`src/rtl/elevator_pkg.sv`:
```
// elevator_pkg
//   Shared definitions for the elevator call scheduler: floor codes, direction
//   codes, the scheduler state enum and the SCAN target-selection helpers.
//   No ports; imported by call_scheduler.
package elevator_pkg;

   // Floor codes as reported by the floor controller.
   localparam logic [1:0] FloorF1 = 2'd1;
   localparam logic [1:0] FloorF2 = 2'd2;
   localparam logic [1:0] FloorF3 = 2'd3;

   // Direction codes (controller dir input and scheduler sweep).
   localparam logic [1:0] DirUp   = 2'd1;
   localparam logic [1:0] DirDown = 2'd2;
   localparam logic [1:0] DirHold = 2'd3;

   typedef enum logic [2:0] {
      StIdle,
      StIssue,
      StWaitAck,
      StTravel,
      StDwell
   } sched_state_e;

   typedef struct packed {
      logic [1:0] floor;
      logic [1:0] sweep;
   } scan_sel_t;

   // One-hot floor vector, bit f-1 for floor f. Anything outside F2/F3 maps to F1.
   function automatic logic [2:0] floor_onehot(input logic [1:0] f);
      logic [2:0] oh;
      case (f)
         FloorF2: oh = 3'b010;
         FloorF3: oh = 3'b100;
         default: oh = 3'b001;
      endcase
      return oh;
   endfunction

   // SCAN selection: serve the current floor if requested, else the nearest
   // request ahead in the sweep, else the nearest behind with the sweep reversed.
   // cur must already be in 1..3; req must be nonzero for the result to matter.
   function automatic scan_sel_t scan_select(input logic [2:0] req,
                                             input logic [1:0] cur,
                                             input logic [1:0] sweep);
      scan_sel_t  sel;
      logic       hit;
      logic       found_up;
      logic       found_dn;
      logic [1:0] up_f;
      logic [1:0] dn_f;
      hit      = 1'b0;
      found_up = 1'b0;
      found_dn = 1'b0;
      up_f     = cur;
      dn_f     = cur;
      case (cur)
         FloorF2: begin
            hit      = req[1];
            found_up = req[2];
            up_f     = FloorF3;
            found_dn = req[0];
            dn_f     = FloorF1;
         end
         FloorF3: begin
            hit      = req[2];
            found_dn = req[1] | req[0];
            dn_f     = req[1] ? FloorF2 : FloorF1;
         end
         default: begin
            hit      = req[0];
            found_up = req[1] | req[2];
            up_f     = req[1] ? FloorF2 : FloorF3;
         end
      endcase
      sel.floor = cur;
      sel.sweep = sweep;
      if (!hit) begin
         if (sweep == DirDown) begin
            if (found_dn) begin
               sel.floor = dn_f;
            end else begin
               sel.floor = up_f;
               sel.sweep = DirUp;
            end
         end else begin
            if (found_up) begin
               sel.floor = up_f;
            end else begin
               sel.floor = dn_f;
               sel.sweep = DirDown;
            end
         end
      end
      return sel;
   endfunction

endpackage

```
`src/rtl/dwell_timer.sv`:
```
// dwell_timer
//   Counts the door-open dwell. start is held high for the whole dwell; done
//   pulses on the last of DWELL_CYCLES cycles. The count clears whenever start
//   is low, so each dwell begins from zero.
//   Ports: clk, rst (sync, active-high), start (dwell in progress), done.
module dwell_timer #(
   parameter int unsigned DWELL_CYCLES = 100_000_000
) (
   input  logic clk,
   input  logic rst,
   input  logic start,
   output logic done
);

   localparam int unsigned CntW = (DWELL_CYCLES > 1) ? $clog2(DWELL_CYCLES) : 1;
   localparam logic [CntW-1:0] LastCnt = CntW'(DWELL_CYCLES - 1);

   logic [CntW-1:0] cnt_q;
   logic [CntW-1:0] cnt_d;

   always_comb begin
      done  = start && (cnt_q == LastCnt);
      cnt_d = '0;
      if (start && !done) begin
         cnt_d = cnt_q + 1'b1;
      end
   end

   always_ff @(posedge clk) begin
      if (rst) begin
         cnt_q <= '0;
      end else begin
         cnt_q <= cnt_d;
      end
   end

endmodule

```
`src/rtl/call_scheduler.sv`:
```
// call_scheduler
//   Latches car/hall call buttons, picks a target floor with a SCAN policy,
//   issues a one-cycle request to the floor controller, follows it to the
//   target and holds the door open for the dwell period.
//   Ports: clk, rst (sync, active-high), btn[5:0] (car F1-F3, hall F1-F3),
//          floor[1:0], dir[1:0] (monitored only), busy,
//          req_out[5:0] (one-hot floor request), door_open, pending[5:0],
//          target[1:0].
module call_scheduler
   import elevator_pkg::*;
#(
   parameter int unsigned DWELL_CYCLES = 100_000_000,
   parameter int unsigned ACK_TIMEOUT  = 8
) (
   input  logic       clk,
   input  logic       rst,
   input  logic [5:0] btn,
   input  logic [1:0] floor,
   input  logic [1:0] dir,
   input  logic       busy,
   output logic [5:0] req_out,
   output logic       door_open,
   output logic [5:0] pending,
   output logic [1:0] target
);

   localparam int unsigned AckW = (ACK_TIMEOUT > 1) ? $clog2(ACK_TIMEOUT) : 1;
   localparam logic [AckW-1:0] LastAck = AckW'(ACK_TIMEOUT - 1);

   sched_state_e    state_q, state_d;
   logic [5:0]      pending_q, pending_d;
   logic [1:0]      target_q, target_d;
   logic [1:0]      sweep_q, sweep_d;
   logic [AckW-1:0] ack_cnt_q, ack_cnt_d;

   logic [1:0]  cur_floor;
   logic [2:0]  floor_req;
   logic [2:0]  target_oh;
   scan_sel_t   sel;
   logic        select_now;
   logic        dwelling;
   logic        dwell_done;
   logic        unused_dir;

   // Direction is informational only.
   assign unused_dir = (dir == DirHold);

   // A floor code of 0 is treated as F1.
   assign cur_floor  = (floor == 2'd0) ? FloorF1 : floor;
   assign floor_req  = pending_q[2:0] | pending_q[5:3];
   assign target_oh  = floor_onehot(target_q);
   assign sel        = scan_select(floor_req, cur_floor, sweep_q);
   assign select_now = (state_q == StIdle) && (|floor_req) && !busy;

   dwell_timer #(
      .DWELL_CYCLES (DWELL_CYCLES)
   ) u_dwell_timer (
      .clk   (clk),
      .rst   (rst),
      .start (dwelling),
      .done  (dwell_done)
   );

   // State register.
   always_ff @(posedge clk) begin
      if (rst) begin
         state_q <= StIdle;
      end else begin
         state_q <= state_d;
      end
   end

   // Next-state logic.
   always_comb begin
      state_d = state_q;
      unique case (state_q)
         StIdle: begin
            if (select_now) begin
               state_d = (sel.floor == cur_floor) ? StDwell : StIssue;
            end
         end
         StIssue:   state_d = StWaitAck;
         StWaitAck: begin
            if (busy) begin
               state_d = StTravel;
            end else if (ack_cnt_q == LastAck) begin
               state_d = StIdle;
            end
         end
         StTravel: begin
            if (!busy && (cur_floor == target_q)) begin
               state_d = StDwell;
            end
         end
         StDwell: begin
            if (dwell_done) begin
               state_d = StIdle;
            end
         end
         default: state_d = StIdle;
      endcase
   end

   // Outputs.
   always_comb begin
      dwelling  = (state_q == StDwell);
      door_open = dwelling;
      req_out   = (state_q == StIssue) ? {3'b000, target_oh} : 6'b000000;
   end

   // Datapath next-state: call latch, target/sweep, ack timeout.
   always_comb begin
      target_d = target_q;
      sweep_d  = sweep_q;
      if (select_now) begin
         target_d = sel.floor;
         sweep_d  = sel.sweep;
      end

      ack_cnt_d = '0;
      if ((state_q == StWaitAck) && !busy) begin
         ack_cnt_d = ack_cnt_q + 1'b1;
      end

      // Clearing after the OR means a press at the dwell floor is absorbed.
      pending_d = pending_q | btn;
      if (dwelling) begin
         pending_d = pending_d & ~{target_oh, target_oh};
      end
   end

   always_ff @(posedge clk) begin
      if (rst) begin
         pending_q <= '0;
         target_q  <= FloorF1;
         sweep_q   <= DirUp;
         ack_cnt_q <= '0;
      end else begin
         pending_q <= pending_d;
         target_q  <= target_d;
         sweep_q   <= sweep_d;
         ack_cnt_q <= ack_cnt_d;
      end
   end

   assign pending = pending_q;
   assign target  = target_q;

endmodule

```
`config.mk`:
```
export PLATFORM = sky130hd
export DESIGN_NAME = call_scheduler
export DESIGN_NICKNAME = d
export VERILOG_FILES = /design/src/rtl/elevator_pkg.sv /design/src/rtl/dwell_timer.sv /design/src/rtl/call_scheduler.sv
export SDC_FILE = /design/constraint.sdc
export NUM_CORES = 1
export LEC_CHECK = 0
export CAP_MARGIN = 20
export CORE_ASPECT_RATIO = 1.75
export CORE_MARGIN = 5
export CORE_UTILIZATION = 55
export DETAILED_ROUTE_END_ITERATION = 8
export GPL_ROUTABILITY_DRIVEN = 0
export PLACE_DENSITY = 0.79
export SLEW_MARGIN = 30
export SYNTH_ARGS = -nofsm -noshare
export SYNTH_HDL_FRONTEND = slang
export SYNTH_HIERARCHICAL = 1
export SYNTH_SLANG_ARGS = --single-unit
```
`constraint.sdc`:
```
create_clock -name clk -period 3 [get_ports clk]
set_clock_uncertainty 0.2 [all_clocks]
set_input_delay 0.75 -clock clk [delete_from_list [all_inputs] [get_ports clk]]
set_output_delay 0.75 -clock clk [all_outputs]
set_load 0.1 [all_outputs]
```
==> impl_metrics.ini <==
[place]
portBuffers = 22
placed_cell_area_um2 = 2450
dp_cells = 321
dp_hpwl_um = 3500

[power_and_ir_drop]
p_total_mw = 1.87
p_leak_nw = 0.930
pwr_density_cell_nw_per_um2 = 721
peakVddDrop_mv = 0.607

[timing]
worst_pin_slew_ns = 0.608
rsz0062_at_grt = false
fin_crit_sh_pct = 96.1
hold_violations = 0
slew_viol_final = 0
relSlewSlack_pct = 59.1
period_minus_slack_ns = 2.88
max_freq_mhz = 347
setup_viol_count_final = 0

[clock_tree]
cts_setup_buffers = 0
h-tree-depth = 2
numClockSinks = 43
cts_resized = 0
clk_path_buf_depth = 2
cts-root-buf = clkbuf_8
clk_pin_slew_ns = 0.08
hold_buffers = 0
cts_tree = done
clock_latency_ns = 0.29
numCtsBuffers = 5

[final_layout]
drive_above_1_share_pct = 15.7
areaGrowthSynthToFinish_pct = 19.0
diodes = 0
most-common-layout-cells = nor2_1 (47), dfxtp_1 (43), nand2_1 (19)
fin_area_um2 = 2590
nets = 296
final_cells = 329
layout_commonest_cell = nor2_1

[synthesis]
synthCells = 254
yosysWarnings = 6
ys.flop_type = dfxtp_1
synth_area_leaders = dfxtp_1 (40%), nor2_1 (8.5%), xor2_1 (5.6%), xnor2_1 (4.4%), nand2_1 (3.3%)
synth-edff-count = 0
synth_seq_cells = 43
yosys.area.top_type_share_pct = 39.6
yosys.area.top_type = dfxtp_1
avgSynthCellArea_um2 = 8.56
synthDistinctLibCells = 53
yosysSeqAreaShare_pct = 39.6
syn_area_um2 = 2170
async_flop_share_pct = 0

[worst_setup_path]
critical-path-max-stage-delay_ns = 0.53
critical_path_arrival_ns = 1.93
r2r_setup_slack_ns = 0.22
crit_chain = inv_1 -> or3_1 -> nor3b_4 -> buf_12
crit_type = reg -> out
critPathBufInv = 2
startpoint_type = flop
crit_family = simple AND/OR/NAND/NOR gates
required_ns = 2.05
path_max_fanout = 9
crit_slowest_cell = or3_1
end_kind = output port

[global_routing]
grtUsageTotal_pct = 18.3
antenna_found_initial = 0
grt_max_degree = 22
grt_pass1_vias = 1759
grt_overflow = 0
grt_first_pass_wirelength_um = 7730

[floorplanning]
die-area_um2 = 5360
rows = 30
core_area_um2 = 3870
die_w_um = 57.5
die_h_um = 93.2
initial_utilization_pct = 56.2
io-pin-count = 28

[route]
via_per_inst = 5.60
drtIter0Drc = 35
route.detailed.drc = 0
wl_per_cell_um = 13.9
routed_wl_um = 4560
vias = 1843
drt-pass1-iter-count = 4
ant_nets = 0

[min_path]
holdCritPathClass = reg -> reg

[run_status]
status = complete, no violations

[job]
cap_viol_max_count = 0
[sequential cells by signal, summed over array words and instances (netlist names)]
name	cells
u_dwell_timer/cnt_q	27
state_q	3
sweep_q	2
pending	6
ack_cnt_q	3
target	2
[worst register-to-register path, cell delays in order (launching register included)]
cell and delay (ns):
dfxtp_1 0.36, or4_1 0.51, or4_4 0.50, nor4_4 0.17
and3_2 0.22, nand2_1 0.05, nand2_1 0.09, o22ai_1 0.14
nor3_1 0.31, a211oi_1 0.12
[power breakdown]
part           switching (mW)  internal (mW)
Combinational           0.450          0.208
Clock                   0.189          0.333
Sequential             0.0730          0.614
Total                   0.712           1.15
[per-stage QoR]
stage          TNS, ns  hold WS, ns  util (%)  setup WS (ns)
2_1_floorplan  -0.0986        0.198         -        -0.0986
3_3_place_gp         0        0.208      63.5          0.256
3_5_place_dp         0        0.220      63.5          0.221
4_1_cts              0        0.233      66.9          0.112
5_1_grt              0        0.251      66.9         0.0269
6_report             0        0.229      66.9          0.118
[worst paths after layout]
| path | from | to | depth (start not counted) |
|---|---|---|---|
| setup / recovery | state_q[0] | req_out[1] | 4 |
| hold / removal | ack_cnt_q[0] | ack_cnt_q[0] | 1 |
| setup reg to reg | u_dwell_timer/cnt_q[12] | state_q[1] | 9 |
| hold reg to reg | ack_cnt_q[0] | ack_cnt_q[0] | 1 |
[layout make-up]
| cell class | count | area, µm² |
|---|---|---|
| clock buffers | 6 | 72.6 |
| inverters | 8 | 30.0 |
| fillers | 332 | 1280 |
| flip-flops and latches | 43 | 861 |
| repair buffers | 26 | 270 |
| multi-input cells | 196 | 1230 |
| clock inverters | 2 | 60.1 |
| well taps | 48 | 60.1 |
[metal layers]
layer | vias up | track usage, % | part of all wire, % | wire, µm
li1 | 932 | - | - | -
met1 | 868 | 18.3 | 38 | 1720
met4 | 0 | 8.32 | 3.0 | 135
met3 | 12 | 4.42 | 3.2 | 144
met2 | 31 | 34.3 | 56 | 2560
met5 | - | 0 | 0 | 0
[cells by family (layout without fill, tap and decap cells)]
logic type | count (synthesis) | after routing | synth area share [%]
adders and majority gates | 3 | 3 | 1.73
muxes | 1 | 1 | 0.518
other | 1 | 3 | 0.172
AOI/OAI and AO/OA | 33 | 33 | 11.0
xor gates and xnor gates | 25 | 25 | 10.1
buffers and inverters | 17 | 42 | 5.01
DFF | 43 | 43 | 39.6
and+or+nand+nor | 131 | 131 | 31.9
[cell usage after synthesis, types with 3 or more instances]
cell,instances
nand3_1,9
dfxtp_1,43
inv_1,8
ha_1,3
nor4_1,3
and3_1,3
nor2_1,49
nor3_1,6
xor2_1,14
nand2_1,19
buf_6,4
nand4_1,11
a21oi_1,5
buf_4,3
or3_1,4
a31oi_1,4
or2_2,3
o21a_1,6
xnor2_1,11
(Power assumes the default switching activity.)
